## src/rtl/fir_tap_engine.sv

```systemverilog
// rtl/fir_tap_engine.sv - time-multiplexed FIR tap engine
//
// One sample in, TAPS serial multiply-accumulate cycles, one result out.
// Optional build macro: FIR_ROUND_SAT_EN (round half-up + saturate on output;
// default build truncates with an arithmetic shift and wraps).
//
// Ports:
//   clk        rising-edge clock
//   reset      synchronous active-low reset
//   in_valid   sample offered          in_ready   engine accepts a sample (IDLE)
//   in_data    signed sample, N bits
//   coef_we    coefficient write strobe (honoured in IDLE only)
//   coef_addr  coefficient index, 0 = tap applied to the newest sample
//   coef_data  signed coefficient, CW bits
//   coef_busy  high while not IDLE; coefficient writes are dropped
//   out_valid  result available       out_ready  consumer takes the result
//   out_data   signed filtered result, OW bits
module fir_tap_engine #(
  parameter int N     = 16,
  parameter int CW    = 16,
  parameter int TAPS  = 8,
  parameter int OW    = 16,
  parameter int SHIFT = 15
) (
  input  logic                      clk,
  input  logic                      reset,
  input  logic                      in_valid,
  output logic                      in_ready,
  input  logic [N-1:0]              in_data,
  input  logic                      coef_we,
  input  logic [$clog2(TAPS)-1:0]   coef_addr,
  input  logic [CW-1:0]             coef_data,
  output logic                      coef_busy,
  output logic                      out_valid,
  input  logic                      out_ready,
  output logic [OW-1:0]             out_data
);

  localparam int PW  = $clog2(TAPS);
  localparam int PRW = N + CW;
  localparam int AW  = N + CW + $clog2(TAPS);
  localparam logic [PW-1:0] LAST = PW'(TAPS - 1);

  typedef enum logic [1:0] {IDLE, MAC, OUT} state_t;

  state_t                state_q;
  logic signed [N-1:0]   hist_q [TAPS];
  logic signed [CW-1:0]  coef_q [TAPS];
  logic signed [AW-1:0]  acc_q;
  logic [PW-1:0]         wr_ptr_q;
  logic [PW-1:0]         newest_q;
  logic [PW-1:0]         k_q;
  logic                  in_ready_q;
  logic                  out_valid_q;
  logic [OW-1:0]         out_data_q;

  logic [PW-1:0]         rd_idx;
  logic signed [PRW-1:0] prod;
  logic signed [AW-1:0]  acc_d;
  logic [OW-1:0]         scaled;

  assign in_ready  = in_ready_q;
  assign out_valid = out_valid_q;
  assign out_data  = out_data_q;
  assign coef_busy = (state_q != IDLE);

  // Tap k reads the sample k steps older than the newest one; explicit wrap
  // keeps this correct when TAPS is not a power of two.
  always_comb begin
    rd_idx = '0;
    if (newest_q >= k_q) begin
      rd_idx = newest_q - k_q;
    end else begin
      rd_idx = PW'(int'(newest_q) + TAPS - int'(k_q));
    end
  end

  assign prod  = hist_q[rd_idx] * coef_q[k_q];
  assign acc_d = acc_q + {{(AW-PRW){prod[PRW-1]}}, prod};

`ifdef FIR_ROUND_SAT_EN
  localparam int RSH = (SHIFT > 0) ? SHIFT - 1 : 0;
  localparam logic signed [AW:0] ONE     = 1;
  localparam logic signed [AW:0] RND_ADD = (SHIFT > 0) ? (ONE <<< RSH) : '0;
  localparam logic signed [AW:0] SMAX    = (ONE <<< (OW - 1)) - ONE;
  localparam logic signed [AW:0] SMIN    = -(ONE <<< (OW - 1));

  logic signed [AW:0] rnd;
  logic signed [AW:0] shf;

  // One extra bit so the rounding add cannot overflow before saturation.
  always_comb begin
    rnd    = {acc_q[AW-1], acc_q} + RND_ADD;
    shf    = rnd >>> SHIFT;
    scaled = shf[OW-1:0];
    if (shf > SMAX) begin
      scaled = SMAX[OW-1:0];
    end else if (shf < SMIN) begin
      scaled = SMIN[OW-1:0];
    end
  end
`else
  always_comb begin
    scaled = OW'(acc_q >>> SHIFT);
  end
`endif

  always_ff @(posedge clk) begin
    if (!reset) begin
      state_q     <= IDLE;
      for (int i = 0; i < TAPS; i++) begin
        hist_q[i] <= '0;
        coef_q[i] <= '0;
      end
      acc_q       <= '0;
      wr_ptr_q    <= '0;
      newest_q    <= '0;
      k_q         <= '0;
      in_ready_q  <= 1'b0;
      out_valid_q <= 1'b0;
      out_data_q  <= '0;
    end else begin
      if (coef_we && (state_q == IDLE) && (coef_addr <= LAST)) begin
        coef_q[coef_addr] <= coef_data;
      end

      case (state_q)
        IDLE: begin
          in_ready_q <= 1'b1;
          if (in_valid && in_ready_q) begin
            hist_q[wr_ptr_q] <= in_data;
            newest_q         <= wr_ptr_q;
            wr_ptr_q         <= (wr_ptr_q == LAST) ? '0 : wr_ptr_q + 1'b1;
            acc_q            <= '0;
            k_q              <= '0;
            in_ready_q       <= 1'b0;
            state_q          <= MAC;
          end
        end

        MAC: begin
          acc_q <= acc_d;
          if (k_q == LAST) begin
            state_q <= OUT;
          end else begin
            k_q <= k_q + 1'b1;
          end
        end

        // First OUT cycle registers the scaled result from the finished
        // accumulator; out_data then holds until the consumer takes it.
        OUT: begin
          if (!out_valid_q) begin
            out_valid_q <= 1'b1;
            out_data_q  <= scaled;
          end else if (out_ready) begin
            out_valid_q <= 1'b0;
            in_ready_q  <= 1'b1;
            state_q     <= IDLE;
          end
        end

        default: state_q <= IDLE;
      endcase
    end
  end

endmodule
```

## config.mk

```make
export PLATFORM = sky130hd
export DESIGN_NAME = fir_tap_engine
export DESIGN_NICKNAME = d
export VERILOG_FILES = /design/src/rtl/fir_tap_engine.sv
export SDC_FILE = /design/constraint.sdc
export NUM_CORES = 1
export LEC_CHECK = 0
export ABC_CLOCK_PERIOD_IN_PS = 9220
export CAP_MARGIN = 0
export CORE_UTILIZATION = 55
export CTS_CLUSTER_SIZE = 24
export DETAILED_ROUTE_END_ITERATION = 6
export HOLD_SLACK_MARGIN = 0.08
export PLACE_DENSITY = 0.83
export SYNTH_ARGS = -nofsm -noshare
export SYNTH_HDL_FRONTEND = slang
export SYNTH_SLANG_ARGS = --single-unit
```

## constraint.sdc

```tcl
create_clock -name clk -period 9.22 [get_ports clk]
set_clock_uncertainty 0.1 [all_clocks]
set_input_delay 2.766 -clock clk [delete_from_list [all_inputs] [get_ports clk]]
set_output_delay 2.766 -clock clk [all_outputs]
set_load 0.05 [all_outputs]
```

==> results.json <==
{
  "routed_wl_microns": 64100,
  "syn_nets": 2639,
  "synth_area_leader_cell": "edfxtp_1",
  "die_w_microns": 214,
  "crit_path_start_kind": "register",
  "synth_common_cells": "321 x inv_1, 264 x and2_1, 258 x fa_1",
  "fp.coreArea_sq_um": 44300,
  "start_util_pct": 55.8,
  "post-dp-hpwl_microns": 45700,
  "path_max_fanout": 6,
  "synth_edf_count": 256,
  "synth_area_sq_um": 24700,
  "dr_wl_met2_microns": 33100,
  "num_rows": 77,
  "crit_path_top_delay_cell": "mux4_2",
  "ys_types": 62,
  "sequential_cell_area_sq_um": 8950,
  "cts_tree": "built",
  "placedCellCount": 2973,
  "crit_arrival_ps": 9670,
  "grt_pass1_wl_microns": 99100,
  "crit_end": "acc_q[26]",
  "maxCapViolations": 0,
  "clkTransAtPathRegs_ps": 60,
  "first_pass_iters": 5,
  "r2r_setup_slack_ps": -160,
  "route.layer.met1.wl_microns": 23200,
  "overflow": 0,
  "drcViolationCount": 0,
  "end_kind": "register",
  "portBuffers": 58,
  "violations": "negative setup slack",
  "root_buffer": "clkbuf_16",
  "cp-startpoint": "newest_q[0]",
  "grt_pass1_vias": 18959,
  "top_layer_used": "met4",
  "reg2reg_depth": 44,
  "insertion_delay_ps": 540,
  "synth.most_common_cell": "inv_1",
  "gp_congestion": 0.942,
  "fp.dieArea_sq_um": 45800,
  "r2r_start": "newest_q[0]",
  "tns_ps": -422,
  "ys_seq_elements": 319,
  "grt_use_total_pct": 27.9,
  "ys_async_sr_fraction_pct": 0,
  "cp.required_ps": 9500,
  "clock_sinks": 319,
  "layout_min_cycle_time_ps": 9380,
  "synth-seq-area-share_pct": 36.2,
  "postRouteAntennaNets": 0,
  "io_pins": 59,
  "syn_avg_cell_area_sq_um": 11.1,
  "dieHeight_microns": 214,
  "syn_inst": 2225,
  "synth.top_cell.area_share_pct": 31.1,
  "antennaDiodeCount": 0,
  "syn2layout_area_growth_pct": 18.7,
  "rsz0062_at_grt": "true",
  "antenna_found_initial": 0,
  "fillers": 3099,
  "yosys_warnings": 0,
  "setup_viol": 4,
  "routedWlPerCell_microns": 20.8,
  "rr_endpoint": "acc_q[26]",
  "outcome": "complete, but fails checks",
  "via_per_inst": 5.70,
  "max_stage_delay_ps": 530,
  "cts-buffers-inserted": 34,
  "grt_max_degree": 37,
  "drt_iter0_drc": 1111,
  "tightest_slew_ps": 1320,
  "synth_ff_type": "edfxtp_1",
  "htree_levels": 2,
  "timing_worst_setup_path_type": "reg2reg",
  "clockBufferDepth": 3,
  "num_vias": 17530,
  "cts.hold.buffers_added": 0,
  "drive_gt1_share_pct": 19.9,
  "multi_input_area_sq_um": 15000,
  "final_max_slew_viol_count": 0,
  "ys_top_cells_by_area": "edfxtp_1 31%, fa_1 21%, and2_1 6.7%",
  "nets": 2874,
  "timing.final.crit_share_pct": 102,
  "maxSlewHeadroom_pct": 11.4,
  "final_cells": 3077,
  "max_clock_freq_mhz": 107,
  "dp_slack_ps": -408,
  "hold_viol": 0,
  "setup_ws_ps": -163,
  "utilization_pct": 66.3,
  "worstHoldPathType": "reg2reg",
  "wl_met3_microns": 4460
}
## cell families (layout without fill, tap and decap cells)
group | after synthesis | in the layout | share of synthesized area, %
buffers and inverters | 400 | 660 | 6.14
multiplexers | 112 | 112 | 8.00
adder cells (fa/ha/maj) | 374 | 374 | 26.7
flip-flops | 319 | 319 | 36.2
XOR/XNOR | 65 | 65 | 2.30
AND/OR/NAND/NOR | 737 | 737 | 15.0
AO/OA/AOI/OAI | 218 | 218 | 5.71
## stage by stage
| stage | hold WS (ps) | area (sq um) |
|---|---|---|
| 2_1_floorplan | 332 | 24800 |
| 6_report | 363 | 29400 |
| 3_5_place_dp | 359 | 27200 |
| 3_3_place_gp | 350 | 27200 |
| 5_1_grt | 383 | 29400 |
| 4_1_cts | 367 | 28900 |
## worst max-delay path, delay by kind of cell, from the launching register on
| kind | cells | cell delay, ps |
|---|---|---|
| adder cells (fa/ha/maj) | 10 | 3610 |
| buffers and inverters | 16 | 1470 |
| AO/OA/AOI/OAI | 9 | 1780 |
| XOR/XNOR | 4 | 740 |
| multiplexers | 2 | 720 |
| AND/OR/NAND/NOR | 3 | 440 |
| flip-flops | 1 | 320 |
## registers in the layout, summed over array words and instances, names as in the netlist, named ones only
register	count
acc_q	31
coef_q	128
hist_q	128
in_ready	1
k_q	3
newest_q	3
out_data	16
out_valid	1
state_q	2
wr_ptr_q	3
## placed cells by master (no fill, tap or decap), drive strengths merged, types with 2 or more instances in the layout
cell type and instances:
nor3b 2, a21boi 25, bufinv 4, clkinv 12
a22oi 7, nand3 24, a21oi 55, o21ai 60
a31oi 3, o2bb2ai 2, dfxtp 63, nand3b 2
xor2 23, o21a 8, nor2 172, o211a 3
and3 4, inv 325, fa 258, mux2 21
a211oi 7, nand4 4, or2 15, mux2i 27
o211ai 4, xnor2 42, clkdlybuf4s50 57, edfxtp 256
mux4 64, nand2 177, o221ai 2, nor3 11
clkbuf 40, a21o 23, buf 221, and2 264
ha 116, nand2b 41, nor2b 18, o21bai 7
## what timing repair did
item / CTS / global route
setup endpoints to repair: 9 / 11
resized for setup: 83 / 101
gates cloned: 2 / 0
buffers inserted: 25 / 20
pin swaps: 58 / 61
## routing by layer
| metal | up-vias | track usage, % |
|---|---|---|
| met2 | 741 | 49.3 |
| met3 | 221 | 4.18 |
| met4 | 0 | 14.5 |
| met1 | 8802 | 32.9 |
| met5 | - | 0 |
| li1 | 7766 | - |
## area by class of cell
| type | count | share of cell area (%) |
|---|---|---|
| multi-input cells | 1506 | 50.9 |
| inverters | 321 | 4.11 |
| repair buffers | 278 | 8.21 |
| clock inverters | 21 | 0.758 |
| flip-flops and latches | 319 | 30.5 |
| clock buffers | 40 | 3.04 |
| well taps | 592 | 2.52 |
## worst min path at each step
stage	from	to	cells past startpoint	slack [ps]
final	out_data[9]	out_data[9]	2	360
after detailed placement	out_data[6]	out_data[6]	2	360
after global placement	acc_q[13]	acc_q[13]	2	350
after CTS	out_data[6]	out_data[6]	2	370
after global routing	out_data[15]	out_data[15]	2	380
after floorplan	acc_q[11]	acc_q[11]	2	330
Power is left out: the tool's default activity adds up to more than one toggle a clock period on the data nets, which glitch-free logic cannot reach.
